### config.mk
export PLATFORM = sky130hd
export DESIGN_NAME = ov7670_capture
export DESIGN_NICKNAME = d
export VERILOG_FILES = /design/src/rtl/capture_pkg.sv /design/src/rtl/cap_edge_det.sv /design/src/rtl/ov7670_capture.sv
export SDC_FILE = /design/constraint.sdc
export NUM_CORES = 1
export LEC_CHECK = 0
export CORE_UTILIZATION = 43
export CTS_CLUSTER_DIAMETER = 50
export DETAILED_ROUTE_END_ITERATION = 8
export PLACE_DENSITY_LB_ADDON = 0.25
export SETUP_SLACK_MARGIN = 0.05
export SKIP_CTS_REPAIR_TIMING = 1
export SYNTH_ARGS = -nofsm -noshare
export SYNTH_HDL_FRONTEND = slang
export SYNTH_HIERARCHICAL = 1
export SYNTH_SLANG_ARGS = --single-unit
### constraint.sdc
create_clock -name pclk -period 1.8 [get_ports pclk]
set_clock_uncertainty 0.1 [all_clocks]
set_input_delay 0.36 -clock pclk [delete_from_list [all_inputs] [get_ports pclk]]
set_output_delay 0.36 -clock pclk [all_outputs]
set_load 0.02 [all_outputs]
### src/rtl/capture_pkg.sv
// rtl/capture_pkg.sv - shared sizes and FSM state type for the OV7670 capture block
package capture_pkg;

  localparam int FB_WIDTH  = 320;
  localparam int FB_HEIGHT = 240;
  localparam int FB_DEPTH  = FB_WIDTH * FB_HEIGHT;
  localparam int ADDR_W    = 17;
  localparam int PIX_W     = 16;

  // Counter widths for the 640x480 decimating camera mode
  localparam int COL_W     = 10;
  localparam int LINE_W    = 9;

  typedef enum logic [1:0] {
    ST_IDLE     = 2'd0,
    ST_WAIT_SOF = 2'd1,
    ST_CAPTURE  = 2'd2
  } cap_state_e;

endpackage

### src/rtl/cap_edge_det.sv
// rtl/cap_edge_det.sv - rise/fall detector against one registered previous-value stage
module cap_edge_det (
  input  logic clk,
  input  logic rst_n,
  input  logic sig_i,
  output logic rise_o,
  output logic fall_o
);

  logic prev_q;

  // Remember last cycle's level; input is already synchronous to clk
  always_ff @(posedge clk or negedge rst_n) begin
    if (!rst_n) begin
      prev_q <= 1'b0;
    end else begin
      prev_q <= sig_i;
    end
  end

  assign rise_o = sig_i & ~prev_q;
  assign fall_o = ~sig_i & prev_q;

endmodule

### src/rtl/ov7670_capture.sv
// rtl/ov7670_capture.sv - OV7670 RGB444 byte-pair capture into a linear frame buffer (optional CAPTURE_DECIMATE_EN)
module ov7670_capture
  import capture_pkg::ADDR_W, capture_pkg::PIX_W, capture_pkg::cap_state_e,
         capture_pkg::ST_IDLE, capture_pkg::ST_WAIT_SOF, capture_pkg::ST_CAPTURE;
#(
  parameter int FB_DEPTH = 76800
) (
  input  logic              pclk,
  input  logic              rst_n,
  input  logic              capture_en,
  input  logic              cam_vsync,
  input  logic              cam_href,
  input  logic [7:0]        cam_data,
  output logic [ADDR_W-1:0] frame_addr,
  output logic [PIX_W-1:0]  frame_pixel,
  output logic              frame_we,
  output logic              frame_done,
  output logic              overflow
);

  localparam logic [ADDR_W-1:0] DEPTH_LIMIT = ADDR_W'(FB_DEPTH);

  cap_state_e        state_q;
  logic              phase_q;
  logic [3:0]        red_q;
  logic [ADDR_W-1:0] frame_addr_q;
  logic [PIX_W-1:0]  frame_pixel_q;
  logic              frame_we_q;
  logic              frame_done_q;
  logic              overflow_q;

  logic              vs_rise;
  logic              vs_fall;
  logic              href_rise;
  logic              href_fall;
  logic              sof_d;
  logic              pix_sample_d;
  logic              keep_d;
  logic [ADDR_W-1:0] addr_eff_d;
  logic [PIX_W-1:0]  pixel_d;

  cap_edge_det u_vsync_edge (
    .clk    (pclk),
    .rst_n  (rst_n),
    .sig_i  (cam_vsync),
    .rise_o (vs_rise),
    .fall_o (vs_fall)
  );

  cap_edge_det u_href_edge (
    .clk    (pclk),
    .rst_n  (rst_n),
    .sig_i  (cam_href),
    .rise_o (href_rise),
    .fall_o (href_fall)
  );

  assign sof_d        = (state_q == ST_WAIT_SOF) && vs_fall;
  assign pix_sample_d = cam_href && phase_q;
  assign pixel_d      = {4'h0, red_q, cam_data};
  // A write issued last cycle bumps the address this cycle, so look through it
  assign addr_eff_d   = frame_addr_q + ADDR_W'(frame_we_q);

`ifdef CAPTURE_DECIMATE_EN
  logic [capture_pkg::COL_W-1:0]  col_q;
  logic [capture_pkg::LINE_W-1:0] line_q;
  logic                           unused_edge;

  assign keep_d      = ~col_q[0] & ~line_q[0];
  assign unused_edge = href_rise;

  // Pixel column within the current line and line index within the frame
  always_ff @(posedge pclk or negedge rst_n) begin
    if (!rst_n) begin
      col_q  <= '0;
      line_q <= '0;
    end else if (sof_d) begin
      col_q  <= '0;
      line_q <= '0;
    end else begin
      if (!cam_href) begin
        col_q <= '0;
      end else if (pix_sample_d) begin
        col_q <= col_q + capture_pkg::COL_W'(1);
      end
      if (href_fall) begin
        line_q <= line_q + capture_pkg::LINE_W'(1);
      end
    end
  end
`else
  logic unused_edge;

  assign keep_d      = 1'b1;
  assign unused_edge = href_rise ^ href_fall;
`endif

  // Byte phase within a pixel pair; a line ending on phase 1 drops its dangling byte
  always_ff @(posedge pclk or negedge rst_n) begin
    if (!rst_n) begin
      phase_q <= 1'b0;
      red_q   <= 4'h0;
    end else if (sof_d || !cam_href) begin
      phase_q <= 1'b0;
    end else begin
      phase_q <= ~phase_q;
      if (!phase_q) begin
        red_q <= cam_data[3:0];
      end
    end
  end

  // Frame FSM with registered write port, end-of-frame pulse and sticky overflow
  always_ff @(posedge pclk or negedge rst_n) begin
    if (!rst_n) begin
      state_q       <= ST_IDLE;
      frame_addr_q  <= '0;
      frame_pixel_q <= '0;
      frame_we_q    <= 1'b0;
      frame_done_q  <= 1'b0;
      overflow_q    <= 1'b0;
    end else begin
      frame_we_q   <= 1'b0;
      frame_done_q <= 1'b0;
      case (state_q)
        ST_IDLE: begin
          if (capture_en && cam_vsync) begin
            state_q <= ST_WAIT_SOF;
          end
        end
        ST_WAIT_SOF: begin
          if (vs_fall) begin
            state_q      <= ST_CAPTURE;
            frame_addr_q <= '0;
            overflow_q   <= 1'b0;
          end
        end
        ST_CAPTURE: begin
          if (frame_we_q) begin
            frame_addr_q <= frame_addr_q + ADDR_W'(1);
          end
          if (vs_rise) begin
            frame_done_q <= 1'b1;
            state_q      <= capture_en ? ST_WAIT_SOF : ST_IDLE;
          end else if (pix_sample_d && keep_d) begin
            frame_pixel_q <= pixel_d;
            if (addr_eff_d < DEPTH_LIMIT) begin
              frame_we_q <= 1'b1;
            end else begin
              overflow_q <= 1'b1;
            end
          end
        end
        default: begin
          state_q <= ST_IDLE;
        end
      endcase
    end
  end

  assign frame_addr  = frame_addr_q;
  assign frame_pixel = frame_pixel_q;
  assign frame_we    = frame_we_q;
  assign frame_done  = frame_done_q;
  assign overflow    = overflow_q;

endmodule

# --- After elaboration in Yosys (flattened, before gate mapping) ---
# Index checks and enable logic that the tools add are counted.
word_totals:
  regBits: 40
  in_bits: 13
  out_inout_bits: 36
  word_cells: 60
op_classes:
  n_addsub: 2
  n_lt_le_gt_ge: 1
  n_eq_ne: 9
  mux: 20
  n_bitwise: 7
  reduce_logical: 12
op_table:
  columns: ["op", "n"]
  rows:
  - ["17-bit two-way mux", 2]
  - ["17-bit case mux with 2 select lines", 1]
  - ["17-bit by 1-bit adder with 17-bit output", 1]
  - ["17-bit by 1-bit adder with 17-bit output (second input constant)", 1]
  - ["17-bit less-than comparator (second input constant)", 1]
  - ["1-bit two-way mux", 12]
  - ["2-bit != test (second input constant)", 6]
  - ["3-bit AND reduction", 3]
  - ["2-bit two-way mux", 3]
  - ["2-bit case mux with 3 select lines", 1]
  - ["1-bit inverter", 5]
  - ["5-bit AND reduction", 1]
  - ["1-bit logical AND", 3]
  - ["1-bit AND", 2]
  - ["2-bit by 1-bit == test with 1-bit output (second input constant)", 1]
  - ["2-bit == test (second input constant)", 1]
  - ["2-bit logical NOT", 1]
  - ["2-bit by 1-bit != test with 1-bit output (second input constant)", 1]
  - ["1-bit case mux with 2 select lines", 1]
  - ["2-bit AND reduction", 1]
  - ["2-bit nonzero test", 1]
  - ["1-bit logical NOT", 1]
  - ["1-bit logical OR", 1]

# --- Logic depth before layout (Yosys ltp) ---
# Gate-level depths: netlist of run 1.
logic_depth:
  ltp_word: 6
  depth_mapped: 6
  mapped_depth_nobuf: 6

# --- Cells and area by module ---
# Netlist of run 1, hierarchy kept.
by_module_without_submodules:
  columns: ["mod", "instances", "cells_per_inst", "area_per_inst_um2", "seq_area_each_um2"]
  rows:
  - ["ov7670_capture", 1, 199, 1856.8, 975.9]
  - ["cap_edge_det", 1, 3, 40.0, 25.0]

# --- Least setup slack after synthesis of run 1 ---
# Ideal clock, no wire load.
synth_path:
  kind: "reg-to-reg"
  start: "register frame_addr_q[3] (netlist: frame_addr[3])"
  end: "register overflow_q (netlist: overflow)"
  setup_time_ns: 0.122
  arrival_ns: 1.591
  required_ns: 1.578
  path_slack_ns: -0.012
  stages_incl_launch_ff: 6
  n_path_buf: 0
  period_less_slack_ns: 1.812
  cell_sequence: "dfrtp_1 nand4_2 nor4_1 nand3_1 a41o_1 a32o_1"
synth_between:
  elab_chain_len: 4
synth_rtl:
  columns: ["item", "line_no", "rtl"]
  rows:
  - ["start: declaration", "ov7670_capture.sv:26", "logic [ADDR_W-1:0] frame_addr_q;"]
  - ["start signal: assignment", "ov7670_capture.sv:140", "frame_addr_q <= frame_addr_q + ADDR_W'(1);"]
  - ["17-bit by 1-bit adder with 17-bit output", "ov7670_capture.sv:62", "assign addr_eff_d = frame_addr_q + ADDR_W'(frame_we_q);"]
  - ["17-bit less-than comparator", "ov7670_capture.sv:147", "if (addr_eff_d < DEPTH_LIMIT) begin"]
  - ["2-bit != test (no source line)", null, null]
  - ["5-bit AND reduction (no source line)", null, null]
  - ["end signal: assignment", "ov7670_capture.sv:121", "overflow_q <= 1'b0;"]
  - ["end signal: assignment", "ov7670_capture.sv:135", "overflow_q <= 1'b0;"]
  - ["end signal: assignment", "ov7670_capture.sv:150", "overflow_q <= 1'b1;"]
  - ["end: declaration", "ov7670_capture.sv:30", "logic overflow_q;"]
# Every way passes these cells.
# A chain may end at the register's enable or synchronous reset.

# --- Worst setup path in the final report of run 1 ---
layout_path:
  start: "register frame_addr_q[5] (netlist: frame_addr[5])"
  end: "register overflow_q (netlist: overflow)"
# The elaborated chain is that of the path after synthesis.

==> run_results.csv, run 1 <==
group,metric,value,unit
status,run_status,"complete, no violations",
clocking,clkSinkCount,40,
cells_and_area,area_delta_synth_final,48.1,%
pwr,pwr-share-clk,22.8,%
yosys,yosys_warnings,6,
cells_and_area,fin_area,0.00281,mm2
place,gp_congestion,0.821,
pwr,p_leak,1.81,nW
place,portBuffers,44,
timing,rsz0062_at_grt,"true",
timing,fin_crit,1760,ps
setup_path,r2r-end,"overflow",
drt,vias_per_cell,4.94,
floorplanning,row_count,23,
setup_path,required,1880,ps
cells_and_area,num_antenna_cells,0,
timing,fin_crit_sh,97.9,%
yosys,syn-instance-count,202,
floorplanning,die_y,68.4,um
global_routing,groute.usage.overall,20.8,%
place,placed_cell_area,0.00257,mm2
place,dpl.cell_count,316,
global_routing,grt_pass1_wl,6.98,mm
drt,vias,1611,
setup_path,critPathTopFamily,"simple AND/OR/NAND/NOR gates",
setup_path,path_max_fanout,4,
drt,postRouteAntennaNets,0,
pwr,swShare,32.9,%
setup_path,ff2ff_path_depth,5,
pwr,power_density,965,mW/mm2
global_routing,grtUsageMet2,34.9,%
pwr,internal-power,1.82,mW
yosys,synth_edf_count,0,
clocking,cts-root-buf,"clkbuf_8",
global_routing,use_met1,25.5,%
drt,post-route-drc-count,0,
global_routing,grt_max_degree,24,
yosys,synth_top_cell_by_area,"dfrtp_1",
clocking,clk_latency,300,ps
yosys,synthArstFlopShare,100,%
clocking,ctsLongestPathBuffers,2,
yosys,syn_avg_cell_area,9.39,um2
setup_path,critPathLaunchType,"flip-flop",
hold_path,holdPathEnd,"u_vsync_edge/prev_q",
floorplanning,io_pins,49,
hold_path,holdCritStartpoint,"cam_vsync",
clocking,htreeDepth,2,
yosys,synth-seq-cells,40,
setup_path,worstSetupEndpointType,"flip-flop",
setup_path,crit_chain,"nand4_4 -> nor4_4 -> mux2i_1 -> a41o_1 -> a32o_1",
timing,drv_slew,0,
yosys,synth.most_common_cell,"nand2_1",
yosys,synthTopCellsByCount,"nand2_1, dfrtp_1, nor2_1, xor2_1, nand3_1",
clocking,cts_made_buffers,5,
yosys,synth.top_cell.area_share,52.8,%
setup_path,worst-r2r-setup-slack,40,ps
floorplanning,die_area,0.00468,mm2
global_routing,grt_antenna_before_repair,0,
global_routing,met3_usage,5.00,%
setup_path,critPathMaxStageDelay,410,ps
floorplanning,die_x,68.4,um
floorplanning,core-area,0.00412,mm2
clocking,cts_tree,"done",
drt,wl_per_cell,13.4,um
yosys,synth_area,0.00190,mm2
flow_run,drv_cap,0,
pwr,ir_drop,0.674,mV
floorplanning,start_util,46.1,%
yosys,synth-seq-area-share,52.8,%
timing,setup_viol,0,
cells_and_area,finalNonFillerCells,326,
timing,worst_slack,38.6,ps
global_routing,top_usage_layer,"met2",
pwr,combPwrFrac,32.9,%
setup_path,reg2reg_from,"frame_addr[5]",
yosys,ys_top_cells_by_area,"dfrtp_1, nand2_1, xor2_1, nor2_1, nand3_1",
cells_and_area,drive_gt1_share,21.0,%
global_routing,grt_overflow,0,
pwr,seqPwrFrac,44.3,%
clocking,clk_pin_slew,70,ps
cells_and_area,final_nets,289,
yosys,synthDistinctLibCells,38,
pwr,p_sw,0.892,mW
setup_path,cp_slowest_cell,"dfrtp_2",
setup_path,cp_num_buf_inv,0,
timing,max_freq,568,MHz
drt,firstDrtPassIters,4,
setup_path,crit_arrival,1840,ps
global_routing,grt_pass1_vias,1576,
hold_path,hold_depth,1,
timing,hold_viol,0,
place,post-dp-hpwl,3.10,mm
place,place_ws,-381,ps
drt,drtIter0Drc,60,
setup_path,path_class,"flip-flop to flip-flop",
drt,routed_wl,4.38,mm
yosys,ys.flop_type,"dfrtp_1",
hold_path,hp-class,"primary input to flip-flop",
==> power groups by stage <==
| stage | logic [mW] | registers, mW | clock network, mW |
|---|---|---|---|
| after floorplan | 0.237 | 1.42 | 0 |
| after global placement | 0.896 | 1.21 | 0 |
| final | 0.891 | 1.20 | 0.618 |
| after CTS | 0.913 | 1.20 | 0.636 |
| after global routing | 0.974 | 1.23 | 0.667 |
| after detailed placement | 0.909 | 1.22 | 0 |
==> stage by stage <==
| stage | setup TNS [ps] | power [mW] | hold slack (ps) | utilization [%] |
|---|---|---|---|---|
| after floorplan | 0 | 1.65 | -35.6 | - |
| final | 0 | 2.71 | 147 | 68.3 |
| after global placement | -5810 | 2.11 | 226 | 62.5 |
| after detailed placement | -6600 | 2.12 | 230 | 62.5 |
| after CTS | -1360 | 2.75 | -95.2 | 64.7 |
| after global routing | -47.5 | 2.87 | 149 | 68.3 |
==> sequential cells by signal, indices dropped and copies added (netlist names) <==
name	flops
u_vsync_edge/prev_q	1
frame_addr	17
state_q	2
red_q	4
phase_q	1
frame_we	1
frame_pixel	12
overflow	1
frame_done	1
==> metal layers <==
metal | vias up | part of all wire, %
li1 | 809 | -
met1 | 760 | 44
met2 | 34 | 50
met3 | 8 | 4.4
met4 | 0 | 1.6
met5 | - | 0
==> worst register-to-register path: stages, from the launching register on <==
cell and delay (ps):
dfrtp_2 410, nand4_4 170, nor4_4 330, mux2i_1 130
a41o_1 240, a32o_1 260
==> layout by cell type (no fill, tap or decap), types with 2 or more instances in the layout <==
cell type,instances
conb_1,4
dfrtp_1,28
nor2b_1,3
o21ai_0,2
and2_1,2
mux2i_1,2
nand3b_1,3
nor2_1,22
nand2b_1,3
clkbuf_1,2
and3_1,4
buf_4,25
clkbuf_8,6
xor2_1,12
nand3_1,10
xnor2_1,4
dlymetal6s2s_1,29
clkdlybuf4s50_1,14
nand4_1,4
nand2_1,56
a21oi_1,2
inv_1,3
nor4_4,2
dfrtp_2,12
==> worst max-delay path by stage <==
stage                        start        endpoint  cells after the start
floorplan            frame_addr[7]        overflow                      6
global placement         cam_vsync  frame_addr[14]                      7
detailed placement       cam_vsync   frame_addr[8]                      7
CTS                 frame_addr[12]  frame_addr[12]                      1
global route         frame_addr[5]        overflow                      5
finish               frame_addr[5]        overflow                      5
==> logic make-up (layout without fill, tap and decap cells) <==
kind of cell / Yosys count / count (layout) / share of synthesized area [%]
other cells: 1 / 4 / 0.198
fa+ha+maj: 1 / 1 / 0.660
xor+xnor: 16 / 16 / 7.39
simple gates: 117 / 117 / 28.8
compound gates: 13 / 13 / 5.87
mux: 2 / 2 / 1.06
flops: 40 / 40 / 52.8
buf+inv: 12 / 83 / 3.23
==> cell type report <==
cell class / instances / area, um2
clock buffer: 8 / 90.1
fill: 339 / 1310
inverter: 3 / 11.3
multi-input combinational: 153 / 892
sequential: 40 / 1020
tap: 50 / 62.6
timing repair buffer: 72 / 737
Power figures use the tool's default switching activity.
==> inputs of run 2 (changes only) <==
HOLD_SLACK_MARGIN = 0.02   (was default)
==> results of run 2 <==
The final DEF is identical to that of run 1; final timing and power are the same.
==> inputs of run 3 (changes only) <==
CTS_CLUSTER_SIZE = 14   (was default)
==> results of run 3 <==
The final DEF is identical to that of run 1; final timing and power are the same.
